**config.mk**
```make
export PLATFORM = sky130hd
export DESIGN_NAME = ball_link_tx_scheduler
export DESIGN_NICKNAME = d
export VERILOG_FILES = /design/src/rtl/ball_link_tx_scheduler.sv
export SDC_FILE = /design/constraint.sdc
export NUM_CORES = 1
export LEC_CHECK = 0
export CORE_ASPECT_RATIO = 0.75
export CORE_MARGIN = 2
export CORE_UTILIZATION = 55
export CTS_CLUSTER_SIZE = 14
export DETAILED_ROUTE_END_ITERATION = 8
export PLACE_DENSITY_LB_ADDON = 0.05
export SYNTH_ARGS = -nofsm -noshare
export SYNTH_HDL_FRONTEND = slang
export SYNTH_SLANG_ARGS = --single-unit
```
**constraint.sdc**
```tcl
create_clock -name clk -period 3.65 [get_ports clk]
set_input_delay 1.095 -clock clk [delete_from_list [all_inputs] [get_ports clk]]
set_output_delay 1.095 -clock clk [all_outputs]
set_load 0.02 [all_outputs]
```
**src/rtl/ball_link_tx_scheduler.sv**
```systemverilog
// Sequences one 7-byte ball-state packet (address + 6 register bytes) through a byte-level I2C master.
// Latency: start 1 cycle after grant; each i2c_en 1 cycle after the preceding tx_done; pkt_done 1 cycle after ready in DRAIN.
// Backpressure: grants wait for ready; each master handshake is bounded by TIMEOUT_CYC. Optional macro TX_RETRY_EN adds one retry.
module ball_link_tx_scheduler #(
  parameter logic [6:0] SLAVE_ADDR  = 7'h12,
  parameter int         TIMEOUT_CYC = 200000,
  parameter int         TO_W        = 18
) (
  input  logic       clk,
  input  logic       reset,
  input  logic       ball_send_trigger,
  input  logic       is_lose,
  input  logic [9:0] ball_y,
  input  logic [7:0] ball_vy,
  input  logic [1:0] gravity_counter,
  input  logic       is_collusion,
  input  logic       ready,
  input  logic       tx_done,
  output logic       start,
  output logic       i2c_en,
  output logic [7:0] tx_data,
  output logic       stop,
  output logic       is_transfer,
  output logic       pkt_done,
  output logic       pkt_err
);

  typedef enum logic [2:0] {
    S_IDLE, S_START, S_SEND, S_WAIT, S_STOP, S_DRAIN, S_RETRY
  } state_t;

  // The abort decision is registered, so stop/pkt_err appear in the
  // TIMEOUT_CYC-th cycle after the handshake that entered the wait state.
  localparam logic [TO_W-1:0] TO_LAST = TO_W'(TIMEOUT_CYC - 2);

  state_t          state_q;
  logic [2:0]      idx_q;
  logic [TO_W-1:0] to_cnt_q;
  logic            pend_ball_q, pend_win_q, lose_prev_q;
  logic [9:0]      y_q;
  logic [7:0]      vy_q;
  logic [1:0]      grav_q;
  logic            coll_q, win_q;
  logic            start_q, en_q, stop_q, done_q, err_q;
  logic [7:0]      tx_data_q;
`ifdef TX_RETRY_EN
  logic            retry_q;
`endif

  logic       lose_rise, grant, timed_out, abort;
  logic       pend_ball_d, pend_win_d;
  logic [2:0] nxt_idx;
  logic [7:0] nxt_byte;

  // Request latching, arbitration, timeout detection and next-byte selection.
  always_comb begin
    lose_rise   = is_lose & ~lose_prev_q;
    grant       = (state_q == S_IDLE) && ready && (pend_win_q || pend_ball_q);
    pend_win_d  = (pend_win_q && !(grant && pend_win_q)) || lose_rise;
    pend_ball_d = (pend_ball_q && !(grant && !pend_win_q)) || ball_send_trigger;
    timed_out   = (to_cnt_q == TO_LAST);
    abort       = timed_out && (((state_q == S_WAIT) && !tx_done) ||
                                ((state_q == S_DRAIN) && !ready));
    nxt_idx     = (state_q == S_WAIT) ? idx_q + 3'd1 : 3'd0;
    case (nxt_idx)
      3'd0:    nxt_byte = {SLAVE_ADDR, 1'b0};
      3'd1:    nxt_byte = {6'b0, y_q[9:8]};
      3'd2:    nxt_byte = y_q[7:0];
      3'd3:    nxt_byte = vy_q;
      3'd4:    nxt_byte = {6'b0, grav_q};
      3'd5:    nxt_byte = {7'b0, coll_q};
      default: nxt_byte = {7'b0, win_q};
    endcase
  end

  // Packet FSM with registered pulse outputs, pending flags and snapshot.
  always_ff @(posedge clk or posedge reset) begin
    if (reset) begin
      state_q     <= S_IDLE;
      idx_q       <= 3'd0;
      to_cnt_q    <= '0;
      pend_ball_q <= 1'b0;
      pend_win_q  <= 1'b0;
      lose_prev_q <= 1'b0;
      y_q         <= 10'd0;
      vy_q        <= 8'd0;
      grav_q      <= 2'd0;
      coll_q      <= 1'b0;
      win_q       <= 1'b0;
      start_q     <= 1'b0;
      en_q        <= 1'b0;
      stop_q      <= 1'b0;
      done_q      <= 1'b0;
      err_q       <= 1'b0;
      tx_data_q   <= 8'd0;
`ifdef TX_RETRY_EN
      retry_q     <= 1'b0;
`endif
    end else begin
      pend_ball_q <= pend_ball_d;
      pend_win_q  <= pend_win_d;
      lose_prev_q <= is_lose;
      start_q     <= 1'b0;
      en_q        <= 1'b0;
      stop_q      <= 1'b0;
      done_q      <= 1'b0;
      err_q       <= 1'b0;
      if (!timed_out) to_cnt_q <= to_cnt_q + TO_W'(1);
      case (state_q)
        S_IDLE: if (grant) begin
          y_q      <= ball_y;
          vy_q     <= ball_vy;
          grav_q   <= gravity_counter;
          coll_q   <= is_collusion;
          win_q    <= pend_win_q;
          start_q  <= 1'b1;
          state_q  <= S_START;
          to_cnt_q <= '0;
        end
        S_START: begin
          idx_q     <= nxt_idx;
          tx_data_q <= nxt_byte;
          en_q      <= 1'b1;
          state_q   <= S_SEND;
          to_cnt_q  <= '0;
        end
        S_SEND: begin
          state_q  <= S_WAIT;
          to_cnt_q <= '0;
        end
        S_WAIT: if (tx_done) begin
          to_cnt_q <= '0;
          if (idx_q == 3'd6) begin
            stop_q  <= 1'b1;
            state_q <= S_STOP;
          end else begin
            idx_q     <= nxt_idx;
            tx_data_q <= nxt_byte;
            en_q      <= 1'b1;
            state_q   <= S_SEND;
          end
        end
        S_STOP: begin
          state_q  <= S_DRAIN;
          to_cnt_q <= '0;
        end
        S_DRAIN: if (ready) begin
          done_q   <= 1'b1;
          state_q  <= S_IDLE;
          to_cnt_q <= '0;
`ifdef TX_RETRY_EN
          retry_q  <= 1'b0;
`endif
        end
`ifdef TX_RETRY_EN
        S_RETRY: if (ready) begin
          start_q  <= 1'b1;
          state_q  <= S_START;
          to_cnt_q <= '0;
        end else if (timed_out) begin
          err_q    <= 1'b1;
          retry_q  <= 1'b0;
          state_q  <= S_IDLE;
          to_cnt_q <= '0;
        end
`endif
        default: state_q <= S_IDLE;
      endcase
      // A stalled handshake releases the bus; overrides the normal transition.
      if (abort) begin
        to_cnt_q <= '0;
        stop_q   <= 1'b1;
`ifdef TX_RETRY_EN
        if (!retry_q) begin
          retry_q <= 1'b1;
          state_q <= S_RETRY;
        end else begin
          err_q   <= 1'b1;
          retry_q <= 1'b0;
          state_q <= S_IDLE;
        end
`else
        err_q   <= 1'b1;
        state_q <= S_IDLE;
`endif
      end
    end
  end

  assign start       = start_q;
  assign i2c_en      = en_q;
  assign tx_data     = tx_data_q;
  assign stop        = stop_q;
  assign pkt_done    = done_q;
  assign pkt_err     = err_q;
  assign is_transfer = (state_q != S_IDLE);

endmodule

```
# Word level (Yosys, flattened, before mapping)
# Index checks and enable logic that the tools add are counted.
# totals
out_inout_bits	14
word_cells	96
register_bits	62
in_bits	27
# op_classes
reduce_logical	26
n_bitwise	2
eq_ne	17
n_addsub	2
n_mux	32
# op_table
operator	count
$mux W18	5
$pmux W18 S4	1
$pmux W8 S6	1
$mux W3	8
$add A18 B1 Y18 const B	1
$eq A18 B18 Y1 const B	1
$pmux W3 S6	1
$mux W8	2
$pmux W8 S2	1
$eq A3 B3 Y1 const B	5
$eq A3 B2 Y1 const B	4
$mux W1	11
$logic_and A1 B1 Y1	9
$ne A3 B3 Y1 const B	3
$eq A3 B1 Y1 const B	2
$logic_not A3 Y1	2
$pmux W3 S2	1
$reduce_and A3 Y1	2
$logic_not A1 Y1	5
$logic_or A1 B1 Y1	4
$ne A2 B2 Y1 const B	2
$add A3 B1 Y3 const B	1
$reduce_bool A3 Y1	1
$reduce_or A3 Y1	1
other kinds (5)	5

# Longest topological paths before layout
# depth
ltp_word	7
mapped_depth	9
depth_no_buf	6

# Worst setup path before layout
# No wires, ideal clock.
# synth_timing
path_kind	input to register
start	input ready
end	register coll_q
arrival_ps	2499
setup_ps	125
n_path_buf	1
setup_slack_ps	1026
stages	4
required_time_ps	3525
path_cell_list	o21ai_0 > nor4_1 > clkbuf_1 > mux2_2
# synth_via
elab_chain_len	3
# synth_lines
element	line_no	rtl
from (decl)	17	input logic ready,
$logic_and A1 B1 Y1 (2 in a row)	58	grant = (state_q == S_IDLE) && ready && (pend_win_q || pend_ball_q);
$reduce_and A2 Y1 (no source line)	-	
to (signal assigned)	114	coll_q <= is_collusion;
to (decl)	43	logic coll_q, win_q;
# Every way passes these cells.
# A chain may end at the register's enable or synchronous reset.

# Final worst setup path
# layout_timing
start	register state_q[2]
end	output is_transfer
# layout_via
elab_chain_len	1
# layout_lines
element	line_no	rtl
from (decl)	36	state_t state_q;
from (signal assigned)	79	state_q <= S_IDLE;
from (signal assigned)	117	state_q <= S_START;
from (signal assigned)	124	state_q <= S_SEND;
$reduce_bool A3 Y1	196	assign is_transfer = (state_q != S_IDLE);
to (decl)	23	output logic is_transfer,
# Every way passes these cells.

==> metrics.log <==
INFO  metric synth-async-reset-ratio = 1.000
INFO  metric crit_chain = nor3_1, inv_1, clkdlybuf4s50_1
INFO  metric synthesis.yosys.warnings = 0
INFO  metric share_seq_of_total_power = 0.445
INFO  metric post_cts_resize_count = 0
INFO  metric total_leakage_power = 1.523 nW
INFO  metric antenna_diode_count = 0
INFO  metric synth-compound-area-share = 0.09267
INFO  metric synth_to_layout_area_growth = 22.45%
INFO  metric final_period_minus_worst_setup_slack = 2.929 ns
INFO  metric ys_ff_latch = 62
INFO  metric ctsHtreeMaxLevel = 3
INFO  metric post_synth_fa_ha_maj_area_fraction = 0.01685
INFO  metric hold_path.class = reg2reg
INFO  metric globalRouteTotalUtil = 0.2182
INFO  metric post_route_cells_drive_above_1_share = 0.1553
INFO  metric synth_top_family_by_area = simple AND/OR/NAND/NOR gates
INFO  metric post_synth_inst_count = 278
INFO  metric ctsRootBufferMaster = sky130_fd_sc_hd__clkbuf_8
INFO  metric synth.area.mux_share = 0.1137
INFO  metric via_count_of_the_first_global_routing_pass = 2,049
INFO  metric ys_seq_area_frac = 0.5223
INFO  metric postSynthAreaPerCell = 10.68 um^2
INFO  metric synth_fp_nets = 309
INFO  metric post_cts_setup_buffer_count = 0
INFO  metric postRouteAntennaNets = 0
INFO  metric whs_path_depth = 1
INFO  metric hold_viol_final = 0
INFO  metric hpwl = 3986 um
INFO  metric power_frac_comb = 0.299
INFO  metric cell_area_after_technology_mapping = 0.002970 mm^2
INFO  metric number_of_enable_flip_flop_cells_after_synthesis = 0
INFO  metric cts.sink_count = 62
INFO  metric timing.critical_path.slowest_stage_cell = sky130_fd_sc_hd__clkdlybuf4s50_1
INFO  metric max_cap_violations = 0
INFO  metric worst_hold_path.endpoint = pend_win_q
INFO  metric antenna_violations_before_repair = 0
INFO  metric clock_latency = 0.34 ns
INFO  metric boundaryPins = 41
INFO  metric setup_viol = 0
INFO  metric power.ir.vdd_worst = 0.0003615 V
INFO  metric die-width = 88.86 um
INFO  metric status = completed
INFO  metric fin_worst_skew = 0.005314 ns
INFO  metric critical_path.max_fanout = 10
INFO  metric power.share.switching = 0.3246
INFO  metric die_y = 67.65 um
INFO  metric end_kind = output pin
INFO  metric tritoncts = yes
INFO  metric drt_iter0_markers = 123
INFO  metric final_max_slew_viol_count = 0
INFO  metric power_switching = 0.7369 mW
INFO  metric dieArea = 0.006011 mm^2
INFO  metric timing.critical_path.arrival = 1.83 ns
INFO  metric rsz0062_at_grt = no
INFO  metric drc_errors = 0
INFO  metric r2r_end = to_cnt_q[1]
INFO  metric place_area = 0.003448 mm^2
INFO  metric floorplan.initialDensity = 0.5640
INFO  metric timing.setup.tns = 0 ns
INFO  metric post_synth_and_or_nand_nor_area_fraction = 0.1959
INFO  metric max_freq = 341.4 MHz
INFO  metric fp.coreArea = 0.005266 mm^2
INFO  metric regToRegSetupSlack = 0.89 ns
INFO  metric cts_buffers = 9
INFO  metric reg2reg_from = to_cnt_q[0]
INFO  metric overflow = 0
INFO  metric grt_max_degree = 63
INFO  metric port_buffers = 40
INFO  metric detail_route.wl_per_cell = 14.73 um
INFO  metric cts_buffer_depth = 2
INFO  metric drt-vias-per-instance = 5.594
INFO  metric grt_pass1_wl = 9708 um
INFO  metric power_frac_clock = 0.256
INFO  metric ys_dominant_reg_cell = sky130_fd_sc_hd__dfrtp_1
INFO  metric r2r_cells = 6
INFO  metric slew_headroom = 0.5307
INFO  metric criticalPathCategory = reg2out
INFO  metric quantity_of_hold_fixing_buffers_added_after_cts = 0
INFO  metric sort_of_element_at_the_start_of_the_critical_path = flop
INFO  metric clk_pin_slew_worst_paths = 0.07 ns
INFO  metric worst_pin_slew = 0.7017 ns
INFO  metric detail_route.first_pass.iterations = 5
INFO  metric worst-endpoint-required = 2.55 ns
INFO  metric layout.nets = 349
INFO  metric cpPeakStageDelay = 0.55 ns
INFO  metric hp-start = lose_prev_q
INFO  metric fill_cells = 436
INFO  metric routabilityCongestion = 0.8885
INFO  metric post_synth_xor_area_fraction = 0.02654
INFO  metric pwr_density_cell = 624.1 mW/mm^2
INFO  metric finish.instance_area = 0.003637 mm^2
INFO  metric core.rowCount = 23
INFO  metric synth_cell_type_count = 42
INFO  metric route.vias.total = 2,221
INFO  metric postRouteWirelength = 5848 um
INFO  metric min_period_over_period = 0.8026
INFO  metric cellInternalPower = 1.533 mW
[cells in the mapped netlist (5+ instances only)]
cell	number	share of area
sky130_fd_sc_hd__nand2_1	23	0.029
sky130_fd_sc_hd__o21ai_0	22	0.037
sky130_fd_sc_hd__nor2_1	13	0.016
sky130_fd_sc_hd__clkbuf_1	12	0.015
sky130_fd_sc_hd__xnor2_1	7	0.021
sky130_fd_sc_hd__mux2i_1	9	0.030
sky130_fd_sc_hd__nand3_1	9	0.015
sky130_fd_sc_hd__mux2_2	22	0.083
sky130_fd_sc_hd__inv_1	8	0.010
sky130_fd_sc_hd__nor3_1	14	0.024
sky130_fd_sc_hd__nand4_1	5	0.011
sky130_fd_sc_hd__a21oi_1	9	0.015
sky130_fd_sc_hd__nor4_1	9	0.019
sky130_fd_sc_hd__dfrtp_1	62	0.52
[routing by layer]
metal  global-route usage  vias to the layer above  wire length, um  part of all wire
li1                     -                     1091                -                 -
met1               0.3160                     1070             2990              0.51
met2               0.3125                       53             2485              0.42
met3              0.07824                        7              326             0.056
met4              0.05492                        0               46            0.0079
met5                    0                        -                0                 0
[cells in the final DEF, fill, tap and decap left out, types with 5 or more instances in the layout]
| master | netlist | final |
|---|---|---|
| sky130_fd_sc_hd__inv_1 | 8 | 7 |
| sky130_fd_sc_hd__xnor2_1 | 7 | 7 |
| sky130_fd_sc_hd__mux2_2 | 22 | 22 |
| sky130_fd_sc_hd__nor4_1 | 9 | 8 |
| sky130_fd_sc_hd__mux2i_1 | 9 | 9 |
| sky130_fd_sc_hd__nor2_1 | 13 | 13 |
| sky130_fd_sc_hd__o21ai_0 | 22 | 22 |
| sky130_fd_sc_hd__nand4_1 | 5 | 5 |
| sky130_fd_sc_hd__nand2_1 | 23 | 23 |
| sky130_fd_sc_hd__a21oi_1 | 9 | 9 |
| sky130_fd_sc_hd__nand3_1 | 9 | 9 |
| sky130_fd_sc_hd__clkbuf_8 | 0 | 10 |
| sky130_fd_sc_hd__dfrtp_1 | 62 | 62 |
| sky130_fd_sc_hd__nor3_1 | 14 | 14 |
| sky130_fd_sc_hd__clkdlybuf4s50_1 | 0 | 40 |
[through the flow]
step                power [mW]  hold WS (ns)  setup slack (ns)  cells    util
floorplan                1.452        0.3996             1.014    278       -
global placement         1.683        0.4108            0.6632    382  0.6548
detailed placement       1.707        0.4158            0.5626    382  0.6548
CTS                      2.287        0.4249            0.7140    397  0.6907
global route             2.417        0.4707            0.6253    397  0.6907
finish                   2.270        0.4221            0.7206    397  0.6907
[layout make-up]
cell class              instances  area, um^2  area share
clock buffers                  11       141.4     0.03887
inverters                       8       30.03    0.008256
repair buffers                 44       442.9      0.1218
well taps                      75       93.84     0.02580
flip-flops and latches         62        1551      0.4266
clock inverters                 4       47.55     0.01307
multi-input cells             193        1330      0.3657
[power groups by stage]
stage	Combinational, mW	Clock (mW)	Sequential, mW
floorplan	0.445	0	1.01
global placement	0.664	0	1.02
detailed placement	0.683	0	1.02
CTS	0.685	0.591	1.01
global route	0.754	0.624	1.04
finish	0.678	0.582	1.01
[worst max path at each step]
stage                from     endpoint  slack (ns)  cells after the start
4_1_cts        state_q[2]  is_transfer        0.71                      3
5_1_grt        state_q[2]  is_transfer        0.63                      3
3_5_place_dp        ready  to_cnt_q[1]        0.56                      5
6_report       state_q[2]  is_transfer        0.72                      3
3_3_place_gp        ready  to_cnt_q[1]        0.66                      5
2_1_floorplan       reset       coll_q        1.01                      1
[sequential cells by signal (all words and copies together), names as in the netlist, 2 cells and up]
name / flops
grav_q: 2
y_q: 10
tx_data: 8
state_q: 3
to_cnt_q: 18
vy_q: 8
idx_q: 3
[critical path, delay by kind of cell (launching register included)]
kind | cells | cell delay (ns)
flops | 1 | 0.49
buf+inv | 2 | 0.63
simple gates | 1 | 0.37
[cell families (layout without fill, tap and decap cells)]
group | Yosys count | after routing
AO/OA/AOI/OAI | 47 | 47
XOR/XNOR | 9 | 9
adder cells (fa/ha/maj) | 4 | 4
buffers and inverters | 23 | 67
flip-flops | 62 | 62
multiplexers | 31 | 31
AND/OR/NAND/NOR | 102 | 102
Power figures use the tool's default switching activity.
